--- src/rtl/ps2_host_tx_if.sv ---
// Command-side handshake of the PS/2 host transmitter: byte + send request in,
// busy/done/error status out.
interface ps2_host_tx_if;
  logic [7:0] din;
  logic       send;
  logic       busy;
  logic       done;
  logic       error;

  modport master (output din, send, input busy, done, error);
  modport slave  (input din, send, output busy, done, error);
endinterface

--- src/rtl/ps2_host_tx.sv ---
// PS/2 host-to-device byte transmitter driving open-drain pads via pull-low enables.
// Pad-to-fall-strobe latency 6 clk; send is ignored while busy, the device paces the frame.
module ps2_host_tx #(
  parameter int CLKFREQ_KHZ  = 12000,
  parameter int INHIBIT_US   = 100,
  parameter int START_TMO_US = 15000,
  parameter int BIT_TMO_US   = 2000
) (
  input  logic          clk,
  input  logic          rst,
  ps2_host_tx_if.slave  host,
  input  logic          ps2clk_in,
  input  logic          ps2dat_in,
  output logic          ps2clk_oe,
  output logic          ps2dat_oe
);

  localparam int INH_CYC   = CLKFREQ_KHZ * INHIBIT_US / 1000;
  localparam int START_CYC = (CLKFREQ_KHZ * START_TMO_US + 999) / 1000;
  localparam int BIT_CYC   = (CLKFREQ_KHZ * BIT_TMO_US + 999) / 1000;
  localparam int TW        = $clog2(START_CYC + 1);

  localparam logic [TW-1:0] INH_LAST   = TW'(INH_CYC - 1);
  localparam logic [TW-1:0] START_LAST = TW'(START_CYC - 1);
  localparam logic [TW-1:0] BIT_LAST   = TW'(BIT_CYC - 1);

  typedef enum logic [2:0] {
    IDLE, INHIBIT, REQ, XFER, ACK, WAIT_IDLE, FAIL
  } state_t;

  logic [1:0] clk_sync, dat_sync;
  logic [2:0] clk_hist, dat_hist;
  logic       clk_filt, dat_filt, clk_filt_d;
  logic       fall;

  // Filtered level moves only when the current and three previous synced samples agree.
  always_ff @(posedge clk) begin
    if (rst) begin
      clk_sync   <= 2'b11;
      dat_sync   <= 2'b11;
      clk_hist   <= 3'b111;
      dat_hist   <= 3'b111;
      clk_filt   <= 1'b1;
      dat_filt   <= 1'b1;
      clk_filt_d <= 1'b1;
    end else begin
      clk_sync   <= {clk_sync[0], ps2clk_in};
      dat_sync   <= {dat_sync[0], ps2dat_in};
      clk_hist   <= {clk_hist[1:0], clk_sync[1]};
      dat_hist   <= {dat_hist[1:0], dat_sync[1]};
      if ({clk_sync[1], clk_hist} == 4'b1111)      clk_filt <= 1'b1;
      else if ({clk_sync[1], clk_hist} == 4'b0000) clk_filt <= 1'b0;
      if ({dat_sync[1], dat_hist} == 4'b1111)      dat_filt <= 1'b1;
      else if ({dat_sync[1], dat_hist} == 4'b0000) dat_filt <= 1'b0;
      clk_filt_d <= clk_filt;
    end
  end

  assign fall = clk_filt_d & ~clk_filt;

  state_t        state, state_n;
  logic [TW-1:0] cnt, cnt_n;
  logic [8:0]    shift, shift_n;
  logic [3:0]    bitcnt, bitcnt_n;
  logic          clk_oe_q, clk_oe_n, dat_oe_q, dat_oe_n;
  logic          done_q, done_n, error_q, error_n;

  always_ff @(posedge clk) begin
    if (rst) begin
      state    <= IDLE;
      cnt      <= '0;
      shift    <= '0;
      bitcnt   <= '0;
      clk_oe_q <= 1'b0;
      dat_oe_q <= 1'b0;
      done_q   <= 1'b0;
      error_q  <= 1'b0;
    end else begin
      state    <= state_n;
      cnt      <= cnt_n;
      shift    <= shift_n;
      bitcnt   <= bitcnt_n;
      clk_oe_q <= clk_oe_n;
      dat_oe_q <= dat_oe_n;
      done_q   <= done_n;
      error_q  <= error_n;
    end
  end

  always_comb begin
    state_n  = state;
    cnt_n    = cnt + TW'(1);
    shift_n  = shift;
    bitcnt_n = bitcnt;
    clk_oe_n = clk_oe_q;
    dat_oe_n = dat_oe_q;
    done_n   = 1'b0;
    error_n  = 1'b0;
    unique case (state)
      IDLE: begin
        cnt_n    = '0;
        clk_oe_n = 1'b0;
        dat_oe_n = 1'b0;
        if (host.send) begin
          shift_n  = {~^host.din, host.din};
          bitcnt_n = '0;
          clk_oe_n = 1'b1;
          state_n  = INHIBIT;
        end
      end
      INHIBIT: begin
        // Data goes low in the same cycle the clock is released: request-to-send.
        if (cnt == INH_LAST) begin
          clk_oe_n = 1'b0;
          dat_oe_n = 1'b1;
          cnt_n    = '0;
          state_n  = REQ;
        end
      end
      REQ: begin
        if (fall) begin
          dat_oe_n = ~shift[0];
          bitcnt_n = 4'd1;
          cnt_n    = '0;
          state_n  = XFER;
        end else if (cnt == START_LAST) begin
          state_n = FAIL;
        end
      end
      XFER: begin
        if (fall) begin
          cnt_n = '0;
          if (bitcnt == 4'd9) begin
            dat_oe_n = 1'b0;
            state_n  = ACK;
          end else begin
            shift_n  = shift >> 1;
            dat_oe_n = ~shift[1];
            bitcnt_n = bitcnt + 4'd1;
          end
        end else if (cnt == BIT_LAST) begin
          state_n = FAIL;
        end
      end
      ACK: begin
        if (fall) begin
          cnt_n   = '0;
          state_n = dat_filt ? FAIL : WAIT_IDLE;
        end else if (cnt == BIT_LAST) begin
          state_n = FAIL;
        end
      end
      WAIT_IDLE: begin
        if (clk_filt && dat_filt) begin
          done_n  = 1'b1;
          state_n = IDLE;
        end else if (cnt == BIT_LAST) begin
          state_n = FAIL;
        end
      end
      FAIL: begin
        error_n = 1'b1;
        state_n = IDLE;
      end
      default: state_n = IDLE;
    endcase
    if (state_n == FAIL) begin
      clk_oe_n = 1'b0;
      dat_oe_n = 1'b0;
    end
  end

  assign ps2clk_oe  = clk_oe_q;
  assign ps2dat_oe  = dat_oe_q;
  assign host.busy  = (state != IDLE);
  assign host.done  = done_q;
  assign host.error = error_q;

endmodule

--- src/flat_wrapper.sv ---
// flat-port wrapper written by rule: the top's interface ports become plain ports
module ps2_host_tx_flat 
#(
  parameter int CLKFREQ_KHZ  = 12000,
  parameter int INHIBIT_US   = 100,
  parameter int START_TMO_US = 15000,
  parameter int BIT_TMO_US   = 2000
)
  (clk, rst, ps2clk_in, ps2dat_in, ps2clk_oe, ps2dat_oe, host_din, host_send, host_busy, host_done, host_error);
  ps2_host_tx_if host_i ();
  input  logic clk;
  input  logic rst;
  input  logic ps2clk_in;
  input  logic ps2dat_in;
  output logic ps2clk_oe;
  output logic ps2dat_oe;
  input wire logic [$bits(host_i.din)-1:0] host_din;
  input wire logic [$bits(host_i.send)-1:0] host_send;
  output wire logic [$bits(host_i.busy)-1:0] host_busy;
  output wire logic [$bits(host_i.done)-1:0] host_done;
  output wire logic [$bits(host_i.error)-1:0] host_error;
  assign host_i.din = host_din;
  assign host_i.send = host_send;
  assign host_busy = host_i.busy;
  assign host_done = host_i.done;
  assign host_error = host_i.error;
  ps2_host_tx #(.CLKFREQ_KHZ(CLKFREQ_KHZ), .INHIBIT_US(INHIBIT_US), .START_TMO_US(START_TMO_US), .BIT_TMO_US(BIT_TMO_US)) u_core (.clk(clk), .rst(rst), .host(host_i), .ps2clk_in(ps2clk_in), .ps2dat_in(ps2dat_in), .ps2clk_oe(ps2clk_oe), .ps2dat_oe(ps2dat_oe));
endmodule
--- config.mk ---
export PLATFORM = sky130hd
export DESIGN_NAME = ps2_host_tx_flat
export DESIGN_NICKNAME = d
export VERILOG_FILES = /design/src/rtl/ps2_host_tx_if.sv /design/src/rtl/ps2_host_tx.sv /design/src/flat_wrapper.sv
export SDC_FILE = /design/constraint.sdc
export NUM_CORES = 1
export LEC_CHECK = 0
export CAP_MARGIN = 15
export CORE_MARGIN = 1.5
export CORE_UTILIZATION = 33
export DETAILED_ROUTE_END_ITERATION = 6
export SKIP_CTS_REPAIR_TIMING = 1
export SYNTH_ARGS = -nofsm -noshare
export SYNTH_HDL_FRONTEND = slang
export SYNTH_SLANG_ARGS = --single-unit
--- constraint.sdc ---
create_clock -name clk -period 2.8 [get_ports clk]
set_input_delay 0.42 -clock clk [delete_from_list [all_inputs] [get_ports clk]]
set_output_delay 0.42 -clock clk [all_outputs]
set_load 0.02 [all_outputs]
# Word-level counts from Yosys, hierarchy flattened
# Index checks and enable logic that the tools add are counted.
op_classes:
  addsub: 2
  n_eq_ne: 18
  n_mux: 33
  bitwise: 5
  reduce_logical: 19
op_table:
  columns: ["operator", "count"]
  rows:
  - ["case mux 18 bit (3 select lines)", 1]
  - ["2-to-1 mux 18 bit", 2]
  - ["2-to-1 mux 3 bit", 9]
  - ["2-to-1 mux 9 bit", 3]
  - ["adder 18 x 1 -> 18 bit (second input constant)", 1]
  - ["equality test 18 x 11 -> 1 bit (second input constant)", 1]
  - ["equality test 18 x 15 -> 1 bit (second input constant)", 1]
  - ["equality test 18 bit (second input constant)", 1]
  - ["case mux 3 bit (6 select lines)", 1]
  - ["case mux 9 bit (2 select lines)", 1]
  - ["2-to-1 mux 4 bit", 4]
  - ["equality test 3 bit (second input constant)", 4]
  - ["equality test 4 bit (second input constant)", 3]
  - ["case mux 4 bit (3 select lines)", 1]
  - ["logical NOT 4 bit", 2]
  - ["2-to-1 mux 1 bit", 8]
  - ["AND reduction 4 bit", 2]
  - ["OR reduction 2 bit", 4]
  - ["XNOR reduction 8 bit", 1]
  - ["equality test 3 x 2 -> 1 bit (second input constant)", 2]
  - ["!= test 2 x 1 -> 1 bit (second input constant)", 3]
  - ["nonzero test 3 bit", 2]
  - ["AND reduction 5 bit", 1]
  - ["adder 4 x 1 -> 4 bit (second input constant)", 1]
  - ["13 further kinds", 18]
totals:
  register_bits: 51
  input_bits: 13
  out_inout_bits: 5
  word_cells: 92

# Logic depth before layout (Yosys ltp)
# Gate-level depths: netlist of run 1.
logic_depth:
  ltp_word: 6
  ltp_mapped: 9
  ltp_nobuf: 8

# Least setup slack after synthesis of run 1
# OpenSTA, ideal clock, no wires.
synth_path:
  path_kind: "reg-to-reg"
  from: "reg u_core.cnt[0]"
  to: "reg u_core.clk_oe_q, in the netlist u_core.ps2clk_oe"
  setup_ps: 139
  arrival_ps: 1708
  t_required_ps: 2661
  path_slack_ps: 953
  stages_incl_launch_ff: 8
  path_buffers: 0
  period_less_slack_ps: 1847
  cell_sequence: "dfxtp_1 ha_1 nand3_1 or2_2 nor3_1 a2bb2o_1 nand2_1 a221oi_1"
synth_via:
  elab_chain_cells: 6
  elab_cells_between_ends: 15
  cone_classes: "eq/ne (5); mux (8); reduce/logical (2)"
synth_rtl:
  columns: ["item", "line", "rtl"]
  rows:
  - ["start, declared", "ps2_host_tx.sv:62", "logic [TW-1:0] cnt, cnt_n;"]
  - ["start signal, assigned", "ps2_host_tx.sv:80", "cnt <= cnt_n;"]
  - ["equality test 18 x 15 -> 1 bit / equality test 18 bit (equally long branches)", null, null]
  - ["2-to-1 mux 3 bit (on tied branches) (2 in series)", null, null]
  - ["case mux 3 bit (6 select lines)", "ps2_host_tx.sv:99", "unique case (state)"]
  - ["equality test 3 bit", "ps2_host_tx.sv:167", "if (state_n == FAIL) begin"]
  - ["OR reduction 2 bit (no source line)", null, null]
  - ["end signal, assigned", "ps2_host_tx.sv:83", "clk_oe_q <= clk_oe_n;"]
  - ["end, declared", "ps2_host_tx.sv:65", "logic clk_oe_q, clk_oe_n, dat_oe_q, dat_oe_n;"]
# Parallel ways exist; a longest one is shown, timed or not.
# A chain may end at the register's enable or synchronous reset.

# Worst setup path in the final report of run 1
layout_path:
  from: "reg u_core.state[1]"
  to: "out host_busy"
layout_via:
  elab_chain_cells: 1
layout_rtl:
  columns: ["item", "line", "rtl"]
  rows:
  - ["start, declared", "ps2_host_tx.sv:61", "state_t state, state_n;"]
  - ["start signal, assigned", "ps2_host_tx.sv:79", "state <= state_n;"]
  - ["nonzero test 3 bit", "ps2_host_tx.sv:175", "assign host.busy = (state != IDLE);"]
  - ["end, declared", "flat_wrapper.sv:19", "output wire logic [$bits(host_i.busy)-1:0] host_busy;"]
# Every way passes these cells.

==> key figures, run 1 <==
Yosys
  • Mux contribution to synthesized area: 0.417%
  • Synth Cell Area: 0.00240 mm^2
  • Flops & latches, synth: 51
  • Adder-cell area share of the yosys netlist: 1.56%
  • Post-synth EDFFs: 0
  • Synth Flop Type: dfxtp_1
  • Post-synthesis sequential area ratio: 42.5%
  • Post-Syn Nets: 295
  • Synth unique cells: 48
  • Largest family of logic cells by synthesized area: simple AND/OR/NAND/NOR gates
  • Mean Syn Cell Area: 8.60 um^2
  • Synth Area in XOR/XNOR: 8.39%
  • Mapped Cells: 279
  • Async SR Flop Fraction: 0%
  • Post-Synth Simple-Gate Area: 29.6%
  • Post-synthesis compound-gate area fraction: 14.2%
  • Yosys Warn Count: 0

Global route
  • Grt ovf: 0
  • Total GRT Usage: 13.9%
  • Initial antenna violation count: 0
  • Largest net degree at the start of global routing: 33
  • Vias in the first global route: 1,832
  • Global-route wire length before repair: 8510 um

Job
  • Max-cap violations: 0

Setup path
  • Critical Path RT: 2.38 ns
  • WP buf/inv: 1
  • CP Class: reg2out
  • Critical Path Sink Type: output pin
  • Top delay family on crit path: buffers and inverters
  • Crit-path cells: or3_1, clkdlybuf4s50_1
  • Largest fanout on the critical path: 16
  • CP Data Arrival Time: 1.78 ns
  • Crit-path max cell delay: 0.55 ns
  • Slowest cell on the critical path: clkdlybuf4s50_1
  • CP startpoint kind: flop

STA
  • Fin crit period: 2.20 ns
  • RSZ-0062 raised after global routing: no
  • Final number of setup-violating endpoints: 0
  • Post-route clock period utilization: 78.5%
  • Final hold slack: 0.416 ns
  • Max-slew violation count: 0
  • Max Clk Rate: 455 MHz
  • Final hold violation count: 0
  • Fin Setup TNS: 0 ns
  • Worst relative slew slack: 55.7%
  • Worst Tran Pin Value: 0.664 ns
  • Max Clock Skew: 0.0143 ns
  • Final WS setup: 0.602 ns

Power and ir drop
  • Cell Pwr Density: 506 mW/mm^2
  • Max IR drop VDD: 0.000225 V
  • Leak pwr: 0.926 nW

Detailed routing
  • Routed len/inst: 12.0 um
  • DRT iter0 DRCs: 152
  • Drt pass-1 iters: 4
  • DRC Markers: 0
  • Antenna viol nets, final: 0
  • Final wirelength: 4710 um
  • Via count: 1,961
  • Vias per cell: 4.99

Finish
  • Number of nets in the layout: 312
  • Most common cell after layout, fill and taps aside: dfxtp_1
  • Fraction of layout cells with a size suffix above 1: 11.1%
  • FF+latch area: 0.00102 mm^2
  • Fillers: 706
  • Area growth syn-to-layout: 16.3%
  • Most frequent cells in the layout: 51 x dfxtp_1, 36 x nor2_1, 24 x nand2_1
  • Area occupied by multi-input gates: 0.00130 mm^2
  • ANT cells: 0

Floorplanning
  • Ports: 18
  • Die H: 88.3 um
  • Die width: 88.3 um
  • Core box area: 0.00691 mm^2
  • Core Rows: 30
  • Initial Util: 34.7%
  • Die area: 0.00779 mm^2

Clock network
  • TritonCTS buffer count: 5
  • Worst-skew pair later-pin latency: 0.31 ns
  • CTS tree: done
  • Clock Path Buffers: 2
  • H-Tree Depth: 2
  • Clock sink total: 51
  • Clk root buf: clkbuf_8
  • Clock-pin slew on the worst setup and hold paths: 0.10 ns

Placed design
  • GP Congestion: 0.822
  • Place WS: 0.776 ns
  • Port Buffers: 17
  • HPWL after detailed placement: 3320 um

Hold path
  • Type of the worst min-delay path: reg2reg

Outcome
  • Outcome: finished, final reports clean
sequential cells by signal, indices dropped and copies added (netlist names):
register           flops
u_core.dat_hist        3
u_core.ps2clk_oe       1
u_core.dat_sync        2
u_core.host.done       1
u_core.cnt            18
u_core.clk_filt        1
u_core.ps2dat_oe       1
u_core.clk_hist        3
u_core.dat_filt        1
u_core.host.error      1
u_core.shift           9
u_core.clk_sync        2
u_core.clk_filt_d      1
u_core.bitcnt          4
u_core.state           3
kinds of logic (layout without fill, tap and decap cells):
group | count (synthesis) | in the layout
fa+ha+maj | 3 | 3
mux | 1 | 1
compound gates | 47 | 47
flops | 51 | 51
buf+inv | 18 | 36
xor+xnor | 23 | 23
simple gates | 136 | 136
metrics by stage:
step	area (um^2)	total power [mW]	instances	util, %
detailed placement	2670	0.906	385	38.7
finish	2790	1.41	393	40.4
floorplan	2400	0.860	279	-
global route	2790	1.49	393	40.4
global placement	2670	0.905	385	38.7
CTS	2790	1.43	393	40.4
Yosys cell counts, drive strengths merged, types with 2 or more instances:
master / number / share of area [%]
or3: 6 / 1.6
or2: 12 / 3.1
nand3: 21 / 4.4
o31ai: 2 / 1.8
nand3b: 3 / 0.94
nor2: 36 / 5.6
nor3b: 2 / 0.63
a31oi: 4 / 1.0
nand2b: 3 / 0.78
a221oi: 2 / 0.73
nor3: 9 / 2.1
xnor2: 11 / 4.0
nor4: 2 / 1.1
a311oi: 8 / 2.9
buf: 2 / 0.68
xor2: 12 / 4.4
and3: 3 / 0.83
inv: 5 / 0.78
o21ai: 8 / 1.7
ha: 3 / 1.6
o21bai: 2 / 0.63
dfxtp: 51 / 43
and2: 2 / 0.52
nor2b: 5 / 1.4
clkbuf: 11 / 1.9
nand4: 3 / 0.78
nand2: 24 / 3.8
a21oi: 13 / 2.7
power by group:
part / internal (mW) / switching (mW)
logic: 0.0624 / 0.0628
clock network: 0.271 / 0.254
registers: 0.747 / 0.0155
per-layer routing:
layer  GRT usage, %  up-vias  part of all wire (%)
met5              0        -                     0
met3           2.80        2                   3.7
met1           20.8      909                    52
li1               -     1006                     -
met4           4.26        0                  0.87
met2           20.1       44                    43
final timing paths:
| path | startpoint | to | slack [ns] | cells past startpoint |
|---|---|---|---|---|
| min | u_core.dat_sync[0] | u_core.dat_sync[1] | 0.42 | 1 |
| max reg2reg | u_core.cnt[0] | u_core.ps2clk_oe | 0.79 | 7 |
| min reg2reg | u_core.dat_sync[0] | u_core.dat_sync[1] | 0.42 | 1 |
| max | u_core.state[1] | host_busy | 0.60 | 2 |
cell type report:
| type | count | share of cell area (%) |
|---|---|---|
| Multi-Input combinational cell | 210 | 46.5 |
| Inverter | 5 | 0.673 |
| Sequential cell | 51 | 36.6 |
| Tap cell | 96 | 4.30 |
| Clock inverter | 3 | 1.70 |
| Timing Repair Buffer | 23 | 7.71 |
| Clock buffer | 5 | 2.47 |
Power figures use the tool's default switching activity.
==> run 2: changes to the inputs <==
- clock period: 2.8 -> 2 ns (I/O delays scaled with it)
==> run 2 against run 1 <==
Count of clock-buffer cells in the layout stayed put. Critical path type is now reg2reg. Design area is 3.1% higher. Non-clock buffer count is 8 higher.
==> key figures, run 2 (synthesized netlist as in run 1, its figures left out) <==
Finish
  • Area growth syn-to-layout: 19.9%
  • Final Non-Filler Cells: 401
  • Most common cell after layout, fill and taps aside: dfxtp_1
  • Biggest regs: u_core.cnt x18, u_core.shift x9, u_core.bitcnt x4
  • Most frequent cells in the layout: 51 x dfxtp_1, 36 x nor2_1, 24 x nand2_1
  • Largest register FFs: 18
  • Fillers: 701
  • Fin util: 41.7%
  • Fraction of layout cells with a size suffix above 1: 14.4%
  • Number of nets in the layout: 320
  • ANT cells: 0
  • Top reg by flops: u_core.cnt

Setup path
  • CP Class: reg2reg
  • CP Data Arrival Time: 2.06 ns
  • Crit-path max cell delay: 0.43 ns
  • Critical Path RT: 2.21 ns
  • Critical Path Start: u_core.cnt[1]
  • Critical Path Sink Type: flop
  • Slowest cell on the critical path: or3_1
  • Top delay family on crit path: simple AND/OR/NAND/NOR gates
  • CP startpoint kind: flop
  • WP buf/inv: 1
  • Worst reg2reg path startpoint: u_core.cnt[1]
  • Crit-path cells: ha_1, nand3_2, buf_4, or3_1, nor2_1, nand3_1, xor2_1, nor2_1
  • R2r endpoint: u_core.cnt[12]
  • CP most frequent cell: nor2_1
  • Largest fanout on the critical path: 3
  • R2R Setup Slk: 0.15 ns
  • Worst R2R Path Depth: 8

Placed design
  • GP Congestion: 0.829
  • Port Buffers: 17
  • Place WS: 0.0640 ns
  • Inst Count DP: 393
  • HPWL after detailed placement: 3430 um

Detailed routing
  • Drt pass-1 iters: 4
  • Final wirelength: 4880 um
  • Via count: 1,992
  • Vias per cell: 4.97
  • Routed len/inst: 12.2 um
  • Antenna viol nets, final: 0
  • DRC Markers: 0
  • DRT iter0 DRCs: 109

Clock network
  • Clock-pin slew on the worst setup and hold paths: 0.10 ns
  • Worst-skew pair later-pin latency: 0.31 ns
  • Clock Path Buffers: 2
  • Clk root buf: clkbuf_8
  • Clock sink total: 51
  • TritonCTS buffer count: 5
  • CTS tree: done
  • H-Tree Depth: 2

STA
  • Worst relative slew slack: 74.0%
  • Final WS setup: 0.153 ns
  • Max Clk Rate: 542 MHz
  • Final hold violation count: 0
  • Final hold slack: 0.419 ns
  • Final number of setup-violating endpoints: 0
  • Post-route clock period utilization: 92.3%
  • Max-slew violation count: 0
  • Fin crit period: 1.85 ns
  • Max Clock Skew: 0.0167 ns
  • Worst Tran Pin Value: 0.389 ns

Global route
  • Grt ovf: 0
  • Vias in the first global route: 1,812
  • Largest net degree at the start of global routing: 25
  • Global-route wire length before repair: 8330 um
  • Initial antenna violation count: 0
  • Total GRT Usage: 13.5%

Power and ir drop
  • Clock Power Share: 37.2%
  • Net Switching: 0.476 mW
  • Max IR drop VDD: 0.000324 V
  • Leak pwr: 0.985 nW
  • Power share of the sequential group: 53.4%
  • Cell internal pwr: 1.52 mW
  • Cell Pwr Density: 692 mW/mm^2
  • Net Sw Frac: 23.9%
  • Gate power share: 9.4%

Floorplanning
  • Core Rows: 30
  • Core box area: 0.00691 mm^2
  • Die H: 88.3 um
  • Initial Util: 34.7%
  • Ports: 18
  • Die width: 88.3 um
  • Die area: 0.00779 mm^2

Outcome
  • Outcome: finished, final reports clean

Hold path
  • Hold Crit Endpoint: u_core.dat_sync[1]
  • Type of the worst min-delay path: reg2reg
  • Worst hold path depth: 1
  • Worst hold start: u_core.dat_sync[0]

Job
  • Max-cap violations: 0
[run 2: power groups by stage]
stage	sequential [mW]	combinational (mW)	clock, mW
floorplan	1.09	0.117	0
global placement	1.09	0.187	0
detailed placement	1.09	0.188	0
CTS	1.06	0.189	0.757
global route	1.07	0.208	0.798
finish	1.06	0.187	0.741
[run 2: metrics by stage]
stage          total power, mW  instance area (um^2)  TNS (ns)
3_3_place_gp              1.27                  2750         0
6_report                  1.99                  2880         0
5_1_grt                   2.07                  2880  -0.00910
3_5_place_dp              1.27                  2750         0
4_1_cts                   2.01                  2860         0
2_1_floorplan             1.20                  2400         0
[run 2: worst register-to-register path: cells and delay by family (launching register included)]
family	cells	cell delay, ns
buffers and inverters	1	0.17
DFF	1	0.36
and+or+nand+nor	5	0.89
adders and majority gates	1	0.21
xor gates and xnor gates	1	0.14
[run 2: layer usage]
| metal | routed length, um | vias to the layer above | part of all wire [%] | global-route usage (%) |
|---|---|---|---|---|
| met5 | 0 | - | 0 | 0 |
| met4 | 83 | 0 | 1.7 | 5.26 |
| met3 | 181 | 7 | 3.7 | 2.52 |
| met2 | 2140 | 37 | 44 | 21.0 |
| met1 | 2480 | 922 | 51 | 18.5 |
| li1 | - | 1026 | - | - |
[run 2: how the worst max path moves through the flow]
stage                     cells past startpoint               end  slack (ns)
final                                         8    u_core.cnt[12]        0.15
after global routing                          8    u_core.cnt[12]      -0.007
after CTS                                     2         host_busy        0.05
after detailed placement                      7  u_core.ps2clk_oe        0.06
after global placement                        8    u_core.cnt[12]        0.16
after floorplan                               7  u_core.ps2clk_oe        0.15
[run 2: layout make-up]
type | instances | area, um^2 | share of cell area [%]
Tap cell | 96 | 120 | 4.17
Clock buffer | 5 | 68.8 | 2.39
Multi-Input combinational cell | 210 | 1310 | 45.6
Inverter | 5 | 18.8 | 0.652
Timing Repair Buffer | 31 | 290 | 10.1
Clock inverter | 3 | 46.3 | 1.61
Sequential cell | 51 | 1020 | 35.5
==> run 3: changes to the inputs <==
- clock period: 2 -> 1.7 ns (I/O delays scaled with it)
==> run 3 against run 2 <==
The run now ends with setup timing left. Largest cell class unchanged. First-iteration DRC count up 12%. Design area is 14% higher. Critical path type unchanged. Critical path depth did not move. Count of clock-buffer cells in the layout stayed put. Worst hold slack lost 0.0014 ns. Final cell count grew 8.7%.
==> key figures, run 3 (synthesized netlist as in run 1, its figures left out) <==
Outcome
  • Outcome: finished, violations left
  • Failing checks: setup timing

Setup path
  • Worst setup path end: u_core.cnt[2]
  • Largest fanout on the critical path: 5
  • CP Data Arrival Time: 1.95 ns
  • CP startpoint kind: flop
  • CP Class: reg2reg
  • Worst reg2reg path startpoint: u_core.cnt[0]
  • Worst R2R Path Depth: 8
  • R2r endpoint: u_core.cnt[2]
  • Critical Path Start: u_core.cnt[0]
  • R2R Setup Slk: -0.05 ns
  • Critical Path RT: 1.91 ns
  • Critical Path Sink Type: flop

Power and ir drop
  • Max IR drop VDD: 0.000346 V
  • Cell Pwr Density: 727 mW/mm^2
  • Pwr Total: 2.38 mW
  • Leak pwr: 1.18 nW

Placed design
  • GP Congestion: 0.851
  • Place WS: -0.0930 ns
  • HPWL after detailed placement: 3880 um
  • Port Buffers: 17

Floorplanning
  • Ports: 18
  • Core box area: 0.00691 mm^2
  • Die width: 88.3 um
  • Initial Util: 34.7%
  • Core Rows: 30
  • Die H: 88.3 um
  • Die area: 0.00779 mm^2

Hold path
  • Type of the worst min-delay path: reg2reg

Global route
  • Grt ovf: 0
  • Largest net degree at the start of global routing: 22
  • Total GRT Usage: 14.4%
  • Initial antenna violation count: 0
  • Global-route wire length before repair: 8730 um
  • Vias in the first global route: 1,915

Finish
  • Fraction of layout cells with a size suffix above 1: 30.6%
  • Largest register FFs: 18
  • FF+latch area: 0.00103 mm^2
  • Most common cell after layout, fill and taps aside: dfxtp_1
  • Area growth syn-to-layout: 36.6%
  • Top reg by flops: u_core.cnt
  • Most frequent cells in the layout: 46 x dfxtp_1, 43 x buf_4, 30 x nor2_1
  • Number of nets in the layout: 355
  • Area occupied by multi-input gates: 0.00143 mm^2
  • Fillers: 688
  • ANT cells: 0
  • Biggest regs: u_core.cnt x18, u_core.shift x9, u_core.bitcnt x4

Detailed routing
  • Final wirelength: 5570 um
  • Via count: 2,128
  • Antenna viol nets, final: 0
  • Routed len/inst: 12.8 um
  • Vias per cell: 4.88
  • DRT iter0 DRCs: 122
  • DRC Markers: 0
  • Drt pass-1 iters: 4

Clock network
  • H-Tree Depth: 2
  • Clock Path Buffers: 2
  • Clk root buf: clkbuf_8
  • Clock sink total: 51
  • Worst-skew pair later-pin latency: 0.31 ns
  • TritonCTS buffer count: 5
  • Clock-pin slew on the worst setup and hold paths: 0.10 ns
  • CTS tree: done

STA
  • Max Clk Rate: 572 MHz
  • Worst Tran Pin Value: 0.308 ns
  • Fin crit period: 1.75 ns
  • Max Clock Skew: 0.00258 ns
  • Post-route clock period utilization: 103%
  • Final hold violation count: 0
  • Max-slew violation count: 0
  • Final number of setup-violating endpoints: 14
  • Final WS setup: -0.0472 ns
  • Worst relative slew slack: 79.4%
  • RSZ-0062 raised after global routing: yes

Job
  • Max-cap violations: 0
-- run 3: cell count changes in the layout (fill, tap and decap cells not counted), sizes merged --
cell	previous run	this run
buf	14	49
clkinv	0	2
clkinvlp	1	0
inv	6	5
-- run 3: report_power, final --
part | switching (mW) | internal, mW
Clock | 0.429 | 0.439
Combinational | 0.124 | 0.136
Sequential | 0.0246 | 1.23
-- run 3: routing by layer --
metal  GRT usage [%]  part of all wire, %  vias to the layer above
li1                -                    -                     1096
met4            5.11                 0.86                        0
met1            19.6                   50                      999
met5               0                    0                        -
met2            22.9                   47                       28
met3            2.80                  2.9                        5
-- run 3: worst min-delay path by stage --
stage,slack [ns],startpoint,endpoint,cells past startpoint
final,0.42,u_core.dat_sync[0],u_core.dat_sync[1],1
after global routing,0.44,u_core.clk_sync[0],u_core.clk_sync[1],1
after CTS,0.42,u_core.clk_sync[0],u_core.clk_sync[1],1
after detailed placement,0.40,u_core.clk_sync[0],u_core.clk_sync[1],1
after global placement,0.39,u_core.clk_sync[0],u_core.clk_sync[1],1
after floorplan,0.36,ps2clk_in,u_core.clk_sync[0],1
-- run 3: per-stage QoR --
stage               TNS (ns)  utilization, %  instances  cell area [um^2]  hold WS, ns
floorplan             -0.106               -        279              2440        0.359
global route           -2.77            47.5        436              3280        0.442
finish                -0.416            47.5        436              3280        0.418
global placement     -0.0417            43.2        422              2980        0.394
CTS                    -1.14            44.8        430              3100        0.419
detailed placement    -0.719            43.2        422              2980        0.396
-- run 3: worst max-delay path, stage by stage (launching register included) --
cell and delay (ns):
dfxtp_2 0.37, ha_4 0.15, nand3_4 0.09, buf_6 0.13
nor4_4 0.28, nor2b_2 0.09, o31ai_4 0.27, buf_6 0.22
nor2_4 0.04
-- run 3: layout make-up --
| class | instances | share of cell area, % |
|---|---|---|
| Clock buffer | 5 | 2.10 |
| Clock inverter | 3 | 1.34 |
| Inverter | 5 | 0.573 |
| Multi-Input combinational cell | 210 | 43.5 |
| Sequential cell | 51 | 31.3 |
| Tap cell | 96 | 3.66 |
| Timing Repair Buffer | 66 | 17.4 |
